===== src/rtl/cu_pkg.sv =====
// Shared types and constants for the calculator control unit.
// State encoding, ctrl field layout and per-state ctrl words.
package cu_pkg;

  typedef enum logic [4:0] {
    IDLE = 5'd0,
    S1   = 5'd1,
    S2   = 5'd2,
    DISP = 5'd3,
    S3_0 = 5'd4,
    S3_1 = 5'd5,
    S3_2 = 5'd6,
    S3_3 = 5'd7,
    S6_0 = 5'd8,
    S6_1 = 5'd9,
    S6_2 = 5'd10,
    S6_3 = 5'd11,
    S4_0 = 5'd12,
    S4_1 = 5'd13,
    S5   = 5'd14,
    S7   = 5'd15,
    S8   = 5'd16,
    S9_0 = 5'd17,
    S9_1 = 5'd18,
    S9_2 = 5'd19
  } state_t;

  localparam int CTRL_W  = 14;
  localparam int LD_IN   = 13;
  localparam int LD_A    = 12;
  localparam int LD_B    = 11;
  localparam int CALC_EN = 10;
  localparam int ALU_OP  = 8;
  localparam int DIV_EN  = 7;
  localparam int MUL_EN  = 6;
  localparam int RES_SEL = 4;
  localparam int ACC_EN  = 3;
  localparam int RES_EN  = 2;
  localparam int OUT_SEL = 0;

  localparam logic [13:0] C_ZERO = 14'h0000;
  localparam logic [13:0] C_S1   = 14'h3800;
  localparam logic [13:0] C_S2   = 14'h2000;
  localparam logic [13:0] C_S3   = 14'h0400;
  localparam logic [13:0] C_S6   = 14'h0414;
  localparam logic [13:0] C_S4_0 = 14'h0060;
  localparam logic [13:0] C_S4_1 = 14'h006C;
  localparam logic [13:0] C_S8   = 14'h006C;
  localparam logic [13:0] C_S5   = 14'h0080;
  localparam logic [13:0] C_S7   = 14'h00BC;
  localparam logic [13:0] C_S9_0 = 14'h0001;
  localparam logic [13:0] C_S9_1 = 14'h0002;
  localparam logic [13:0] C_S9_2 = 14'h0003;

  localparam logic [2:0] F_DIV  = 3'b100;
  localparam logic [2:0] F_MUL  = 3'b101;
  localparam logic [2:0] F_OUT1 = 3'b110;
  localparam logic [2:0] F_OUT2 = 3'b111;

  function automatic logic [13:0] alu_word(
    input logic [13:0] base,
    input logic [1:0]  op
  );
    logic [13:0] w;
    w = base;
    w[ALU_OP +: 2] = op;
    return w;
  endfunction

endpackage


===== src/rtl/cu.sv =====
// Moore control unit for the calculator datapath.
// ctrl and Done decode from the registered state only.
module cu
  import cu_pkg::*;
(
  input  logic        clk,
  input  logic        rst,
  input  logic        Go,
  input  logic [2:0]  f,
  input  logic        Done_Calc,
  input  logic        Done_Div,
  output logic        Done,
  output logic [13:0] ctrl
);

  state_t     state;
  state_t     next;
  logic [2:0] f_r;

  // State register and function-code capture on IDLE->S1
  always_ff @(posedge clk) begin
    if (!rst) begin
      state <= IDLE;
      f_r   <= 3'b000;
    end else begin
      state <= next;
      if (state == IDLE && Go)
        f_r <= f;
    end
  end

  // Next-state selection
  always_comb begin
    next = IDLE;
    case (state)
      IDLE: next = Go ? S1 : IDLE;
      S1:   next = S2;
      S2: begin
        if (f_r[2]) next = DISP;
        else begin
          case (f_r[1:0])
            2'd0:    next = S3_0;
            2'd1:    next = S3_1;
            2'd2:    next = S3_2;
            default: next = S3_3;
          endcase
        end
      end
      S3_0: next = S6_0;
      S3_1: next = S6_1;
      S3_2: next = S6_2;
      S3_3: next = S6_3;
      S6_0, S6_1, S6_2, S6_3:
        next = Done_Calc ? S9_0 : state;
      DISP: begin
        case (f_r[1:0])
          2'd0:    next = S5;
          2'd1:    next = S4_0;
          2'd2:    next = S9_1;
          default: next = S9_2;
        endcase
      end
      S5:   next = Done_Div ? S7 : S5;
      S7:   next = S9_0;
      S4_0: next = S4_1;
      S4_1: next = Done_Calc ? S8 : S4_1;
      S8:   next = S9_0;
      S9_0, S9_1, S9_2: next = IDLE;
      default: next = IDLE;
    endcase
  end

  // Output decode from state
  always_comb begin
    ctrl = C_ZERO;
    Done = 1'b0;
    case (state)
      S1:   ctrl = C_S1;
      S2:   ctrl = C_S2;
      S3_0: ctrl = alu_word(C_S3, 2'd0);
      S3_1: ctrl = alu_word(C_S3, 2'd1);
      S3_2: ctrl = alu_word(C_S3, 2'd2);
      S3_3: ctrl = alu_word(C_S3, 2'd3);
      S6_0: ctrl = alu_word(C_S6, 2'd0);
      S6_1: ctrl = alu_word(C_S6, 2'd1);
      S6_2: ctrl = alu_word(C_S6, 2'd2);
      S6_3: ctrl = alu_word(C_S6, 2'd3);
      S4_0: ctrl = C_S4_0;
      S4_1: ctrl = C_S4_1;
      S8:   ctrl = C_S8;
      S5:   ctrl = C_S5;
      S7:   ctrl = C_S7;
      S9_0: begin ctrl = C_S9_0; Done = 1'b1; end
      S9_1: begin ctrl = C_S9_1; Done = 1'b1; end
      S9_2: begin ctrl = C_S9_2; Done = 1'b1; end
      default: ctrl = C_ZERO;
    endcase
  end

endmodule


===== config.mk =====
export PLATFORM = sky130hd
export DESIGN_NAME = cu
export DESIGN_NICKNAME = d
export VERILOG_FILES = /design/src/rtl/cu_pkg.sv /design/src/rtl/cu.sv
export SDC_FILE = /design/constraint.sdc
export NUM_CORES = 1
export LEC_CHECK = 0
export BUFFER_PORTS_ARGS = -buffer_cell sky130_fd_sc_hd__buf_2
export CORE_UTILIZATION = 52
export CTS_CLUSTER_DIAMETER = 30
export DETAILED_ROUTE_END_ITERATION = 12
export PLACE_DENSITY = 0.84
export SETUP_SLACK_MARGIN = 0.1
export SYNTH_ARGS = -nofsm -noshare
export SYNTH_HDL_FRONTEND = slang
export SYNTH_SLANG_ARGS = --single-unit
export TNS_END_PERCENT = 10

===== constraint.sdc =====
create_clock -name clk -period 2.05 [get_ports clk]
set_input_delay 0.1025 -clock clk [delete_from_list [all_inputs] [get_ports clk]]
set_output_delay 0.1025 -clock clk [all_outputs]
set_load 0.01 [all_outputs]

==> impl_metrics.json, run 1 <==
{
  "maxCapViolCount": 0,
  "clock-sinks": 8,
  "synth_compound_area_frac": 0.2716,
  "synth-edff-count": 0,
  "synthSimpleGateAreaFrac": 0.3668,
  "critPathArrivalTime_ps": 1700,
  "netlist_instances": 99,
  "die-area_sq_um": 1516,
  "io_buffers": 22,
  "die_w_um": 38.94,
  "syn_nets": 107,
  "postCtsSetupBuffers": 0,
  "hold_viol": 0,
  "nets": 127,
  "cts_root_buf": "clkbuf_4",
  "power.net_switching_mw": 0.4785,
  "viasPerCell": 5.878,
  "critPathKind": "reg -> out",
  "rsz0062_at_grt": "false",
  "drive_gt1_frac": 0.2906,
  "avgSynthCellArea_sq_um": 7.166,
  "syn_to_final_growth_pct": 15.52,
  "p_leak_nw": 0.3524,
  "share_seq_of_total_power": 0.334,
  "synth_xor_area_frac": 0.01235,
  "p_sw_frac": 0.4714,
  "crit_required_ps": 1950,
  "overflow": 0,
  "grt_pass1_wl_um": 2580,
  "max_freq_mhz": 555.5,
  "cp_top_family": "flip-flops",
  "coreArea_sq_um": 1186,
  "seq_area_frac_synth": 0.2257,
  "grt_pass1_vias": 626,
  "syn_area_sq_um": 709.4,
  "fin_util": 0.6909,
  "postSynth.asyncResetShare": 0,
  "hold_path.class": "in -> reg",
  "tightestPinTransition_ps": 515.7,
  "drv_slew": 0,
  "clock_path_buffers": 2,
  "worst-path-max-fanout": 14,
  "crit_slowest_cell": "dfxtp_1",
  "powerDensity_nw_per_um2": 1239,
  "critical_path_buf_inv_count": 1,
  "htreeDepth": 1,
  "synth_common_cells": "12 x nor2_1, 8 x dfxtp_1, 8 x nor2b_1",
  "grt_use_total": 0.2458,
  "synth_adder_area_share": 0,
  "drtIter0Drc": 19,
  "vdd.ir_drop.worst_v": 0.0007882,
  "synthTopCellsByArea": "dfxtp_1 23%, nor2b_1 7.1%, nor2_1 6.3%",
  "period_minus_slack_ps": 1800,
  "worstSetupEndpointType": "primary output",
  "status": "completed",
  "critPathLaunchType": "flop",
  "synth_top_area_share": 0.2257,
  "n_antenna_cell": 0,
  "tns_ps": 0,
  "drt_wl_total_um": 1639,
  "clock_latency_ps": 250,
  "cts_buffers": 3,
  "yosysWarnings": 0,
  "wl_per_cell_um": 12.51,
  "yosysMostFrequentCell": "nor2_1",
  "io_pins": 23,
  "die_y_um": 38.94,
  "vias": 770,
  "synth_top_family_by_area": "simple AND/OR/NAND/NOR gates",
  "slew_headroom": 0.6557,
  "num_rows": 12,
  "drc": 0,
  "r2r_slack_ps": 480,
  "drtPass1Iterations": 4,
  "fin_ws_ps": 249.8,
  "post_cts_resize_count": 0,
  "cts_hold_repair.buffers": 0,
  "cp_slowest_stage_delay_ps": 610,
  "ant_nets": 0,
  "synth_top_cell_by_area": "dfxtp_1",
  "hpwl_um": 1250,
  "ys.flop_type": "dfxtp_1",
  "setup_viol": 0,
  "gp_congestion": 0.9733,
  "combPwrFrac": 0.553,
  "cts_tree": "done",
  "grt_antenna_before_repair": 0,
  "skew_ps": 3.248,
  "path_clk_slew_ps": 50,
  "yosysUniqueCellTypes": 34,
  "clkPwrFrac": 0.113,
  "p_int_mw": 0.5366,
  "grt_max_degree": 19,
  "ys_seq_elements": 8,
  "synthMuxAreaShare": 0.04233,
  "dpl_worst_slack_ps": 403.8,
  "path_cells": "nor2b_1, nand2_1, o21a_1, o22ai_1, buf_2",
  "initial_core_util": 0.5981,
  "min_period_over_period": 0.8782,
  "fillers": 114
}
registers in the layout (all words and copies together), names as in the netlist:
name	cells
f_r	3
state	5
layer usage:
layer	vias up	share of wire	global-route usage
li1	389	-	-
met1	355	0.45	0.3053
met2	26	0.48	0.4208
met3	0	0.068	0.09827
met4	0	0	0
met5	-	0	0
cells in the final DEF (no fill, tap or decap), types with 2 or more instances in the layout:
cell type / synthesis / routed
nand3_1: 3 / 3
dfxtp_2: 0 / 2
a21oi_2: 2 / 2
a31oi_1: 2 / 2
nand2_1: 7 / 7
inv_1: 2 / 2
o22ai_1: 2 / 2
a21oi_1: 5 / 5
nor2_1: 12 / 12
nand2b_1: 7 / 7
nor2b_1: 8 / 8
dfxtp_1: 8 / 6
nor3_1: 4 / 4
o21a_1: 3 / 3
o21ai_0: 7 / 7
a2bb2oi_1: 2 / 2
mux2i_1: 3 / 3
buf_2: 4 / 22
clkbuf_4: 0 / 3
power groups by stage:
stage               clock network [mW]  logic, mW  registers [mW]
global route                     0.126      0.619           0.354
detailed placement                   0      0.554           0.335
finish                           0.115      0.561           0.340
floorplan                            0      0.524           0.240
CTS                              0.118      0.557           0.331
global placement                     0      0.542           0.331
worst min-delay path, stage by stage:
cell     delay (ps)
buf_2            80
mux2i_1          50
nor2b_1          90
path summary, 6_finish.rpt:
path	start	end	depth (start not counted)
worst max-delay path	state[3]$_SDFFE_PN0P_	ctrl[5]	5
worst min-delay path	f[2]	f_r[2]$_SDFFE_PN0P_	3
worst max register to register	state[1]$_SDFFE_PN0P_	state[2]$_SDFFE_PN0P_	4
worst min register to register	f_r[0]$_SDFFE_PN0P_	state[0]$_SDFFE_PN0P_	2
kinds of logic after synthesis:
group / after synthesis
AND/OR/NAND/NOR: 48
AO/OA/AOI/OAI: 29
buffers and inverters: 10
flip-flops: 8
multiplexers: 3
XOR/XNOR: 1
through the flow:
| step | area, sq um | instances | power, mW | hold WS, ps |
|---|---|---|---|---|
| detailed placement | 794.5 | 128 | 0.8890 | 367.5 |
| finish | 819.5 | 131 | 1.015 | 109.4 |
| CTS | 817.0 | 131 | 1.006 | 110.1 |
| global placement | 794.5 | 128 | 0.8731 | 351.7 |
| floorplan | 709.4 | 99 | 0.7637 | 220.0 |
| global route | 819.5 | 131 | 1.099 | 108.3 |
cell type report:
cell class	count	area (sq um)	area share
Tap cell	14	17.52	0.02137
Inverter	2	7.507	0.009160
Timing Repair Buffer	23	117.6	0.1435
Sequential cell	8	162.7	0.1985
Multi-Input combinational cell	81	491.7	0.6000
Clock buffer	3	22.52	0.02748
No activity file was read; power rests on OpenSTA's default activity.
==> inputs of run 2 (changes only) <==
- RECOVER_POWER: not set -> 50
- SLEW_MARGIN: not set -> 20
==> run 2 against run 1 <==
Non-clock buffer count unchanged; critical path depth unchanged; die area is the same; power fell by 0.64%; setup slack better by 4.0 ps; largest cell class unchanged; fmax up 0.22%; first-iteration DRC count fell by 11%.
==> impl_metrics.json, run 2 (same netlist as run 1, synthesis figures left out) <==
{
  "r2r_start": "state[1]$_SDFFE_PN0P_",
  "io_buffers": 22,
  "worstSetupEndpointType": "primary output",
  "final_cell_mix": "16 x buf_2, 12 x nor2_1, 8 x nor2b_1",
  "whs_path_depth": 3,
  "dpl_worst_slack_ps": 403.8,
  "postCtsSetupBuffers": 0,
  "vdd.ir_drop.worst_v": 0.0007872,
  "r2r.worst_path.cells": 4,
  "syn_to_final_growth_pct": 14.46,
  "vias": 767,
  "cts_tree": "done",
  "grt_antenna_before_repair": 0,
  "drv_slew": 0,
  "io_pins": 23,
  "place_area_sq_um": 794.5,
  "clock-sinks": 8,
  "top_register": "state",
  "final_common_cell": "buf_2",
  "largest_reg_flops": 5,
  "tightestPinTransition_ps": 503.4,
  "skew_ps": 3.247,
  "critPathKind": "reg -> out",
  "fin_util": 0.6846,
  "max_freq_mhz": 556.7,
  "overflow": 0,
  "die_y_um": 38.94,
  "nets": 127,
  "worstHoldEndpoint": "f_r[2]$_SDFFE_PN0P_",
  "fin_ws_ps": 253.8,
  "ant_nets": 0,
  "drive_gt1_frac": 0.2393,
  "p_leak_nw": 0.3263,
  "drtIter0Drc": 17,
  "clock_path_buffers": 2,
  "rsz0062_at_grt": "false",
  "viasPerCell": 5.855,
  "initial_core_util": 0.5981,
  "htreeDepth": 1,
  "slew_headroom": 0.6640,
  "worst-path-max-fanout": 14,
  "critPathArrivalTime_ps": 1690,
  "path_clk_slew_ps": 50,
  "worstHoldStart": "f[2]",
  "hpwl_um": 1250,
  "regArea_sq_um": 162.7,
  "cts_buffers": 3,
  "grt_pass1_wl_um": 2580,
  "maxCapViolCount": 0,
  "wl_per_cell_um": 12.55,
  "status": "completed",
  "multi_input_area_sq_um": 491.7,
  "top_regs": "state (5), f_r (3)",
  "hold_viol": 0,
  "r2r_slack_ps": 480,
  "grt_max_degree": 19,
  "drtPass1Iterations": 4,
  "coreArea_sq_um": 1186,
  "fillers": 119,
  "drc": 0,
  "num_rows": 12,
  "hold_path.class": "in -> reg",
  "setup_viol": 0,
  "n_antenna_cell": 0,
  "critPathLaunchType": "flop",
  "clock_latency_ps": 250,
  "period_minus_slack_ps": 1796,
  "gp_congestion": 0.9733,
  "final_cell_area_sq_um": 812.0,
  "grt_use_total": 0.2458,
  "drt_wl_total_um": 1644,
  "powerDensity_nw_per_um2": 1242,
  "timing.rr.end": "state[2]$_SDFFE_PN0P_",
  "die-area_sq_um": 1516,
  "crit_required_ps": 1950,
  "cts_root_buf": "clkbuf_4",
  "grt_pass1_vias": 626,
  "tns_ps": 0,
  "min_period_over_period": 0.8762,
  "die_w_um": 38.94
}
## run 2: cell type report
type	instances	share of cell area
sequential	8	0.2003
inverter	2	0.009245
tap	14	0.02157
clock buffer	3	0.02773
timing repair buffer	23	0.1356
multi-input combinational	81	0.6055
## run 2: stage by stage
step / instances / total power [mW] / hold WS (ps)
floorplan: 99 / 0.7637 / 220.0
global placement: 128 / 0.8731 / 351.7
detailed placement: 128 / 0.8890 / 367.5
CTS: 131 / 1.006 / 110.1
global route: 131 / 1.094 / 108.3
finish: 131 / 1.009 / 109.7
## run 2: power breakdown
group,internal (mW),switching (mW),total (mW),leakage [nW]
combinational,0.259,0.297,0.556,0.246
clock,0.0666,0.0478,0.114,0.0138
sequential,0.206,0.133,0.339,0.0662
## run 2: how the worst max path moves through the flow
stage | endpoint | start | depth (start not counted)
finish | ctrl[5] | state[3]$_SDFFE_PN0P_ | 5
global route | ctrl[5] | state[3]$_SDFFE_PN0P_ | 5
CTS | ctrl[13] | state[0]$_SDFFE_PN0P_ | 4
detailed placement | ctrl[13] | state[0]$_SDFFE_PN0P_ | 4
global placement | ctrl[13] | state[0]$_SDFFE_PN0P_ | 4
floorplan | ctrl[13] | state[2]$_SDFFE_PN0P_ | 4
## run 2: what timing repair did
| action | 4_1_cts | 5_1_grt |
|---|---|---|
| hold buffers | 0 | 0 |
| endpoints found under the setup margin | 0 | 4 |
| gates resized for setup | 0 | 2 |
## run 2: per-layer routing
metal / share of wire / wire length [um] / vias to the layer above / global-route usage
li1: - / - / 386 / -
met1: 0.47 / 773 / 359 / 0.3053
met2: 0.48 / 792 / 22 / 0.4208
met3: 0.047 / 78 / 0 / 0.09827
met4: 0 / 0 / 0 / 0
met5: 0 / 0 / - / 0
## run 2: critical path: stages (launching register included)
cell,delay (ps)
dfxtp_1,600
nor2b_1,280
nand2_1,140
o21a_1,150
o22ai_1,120
buf_2,160
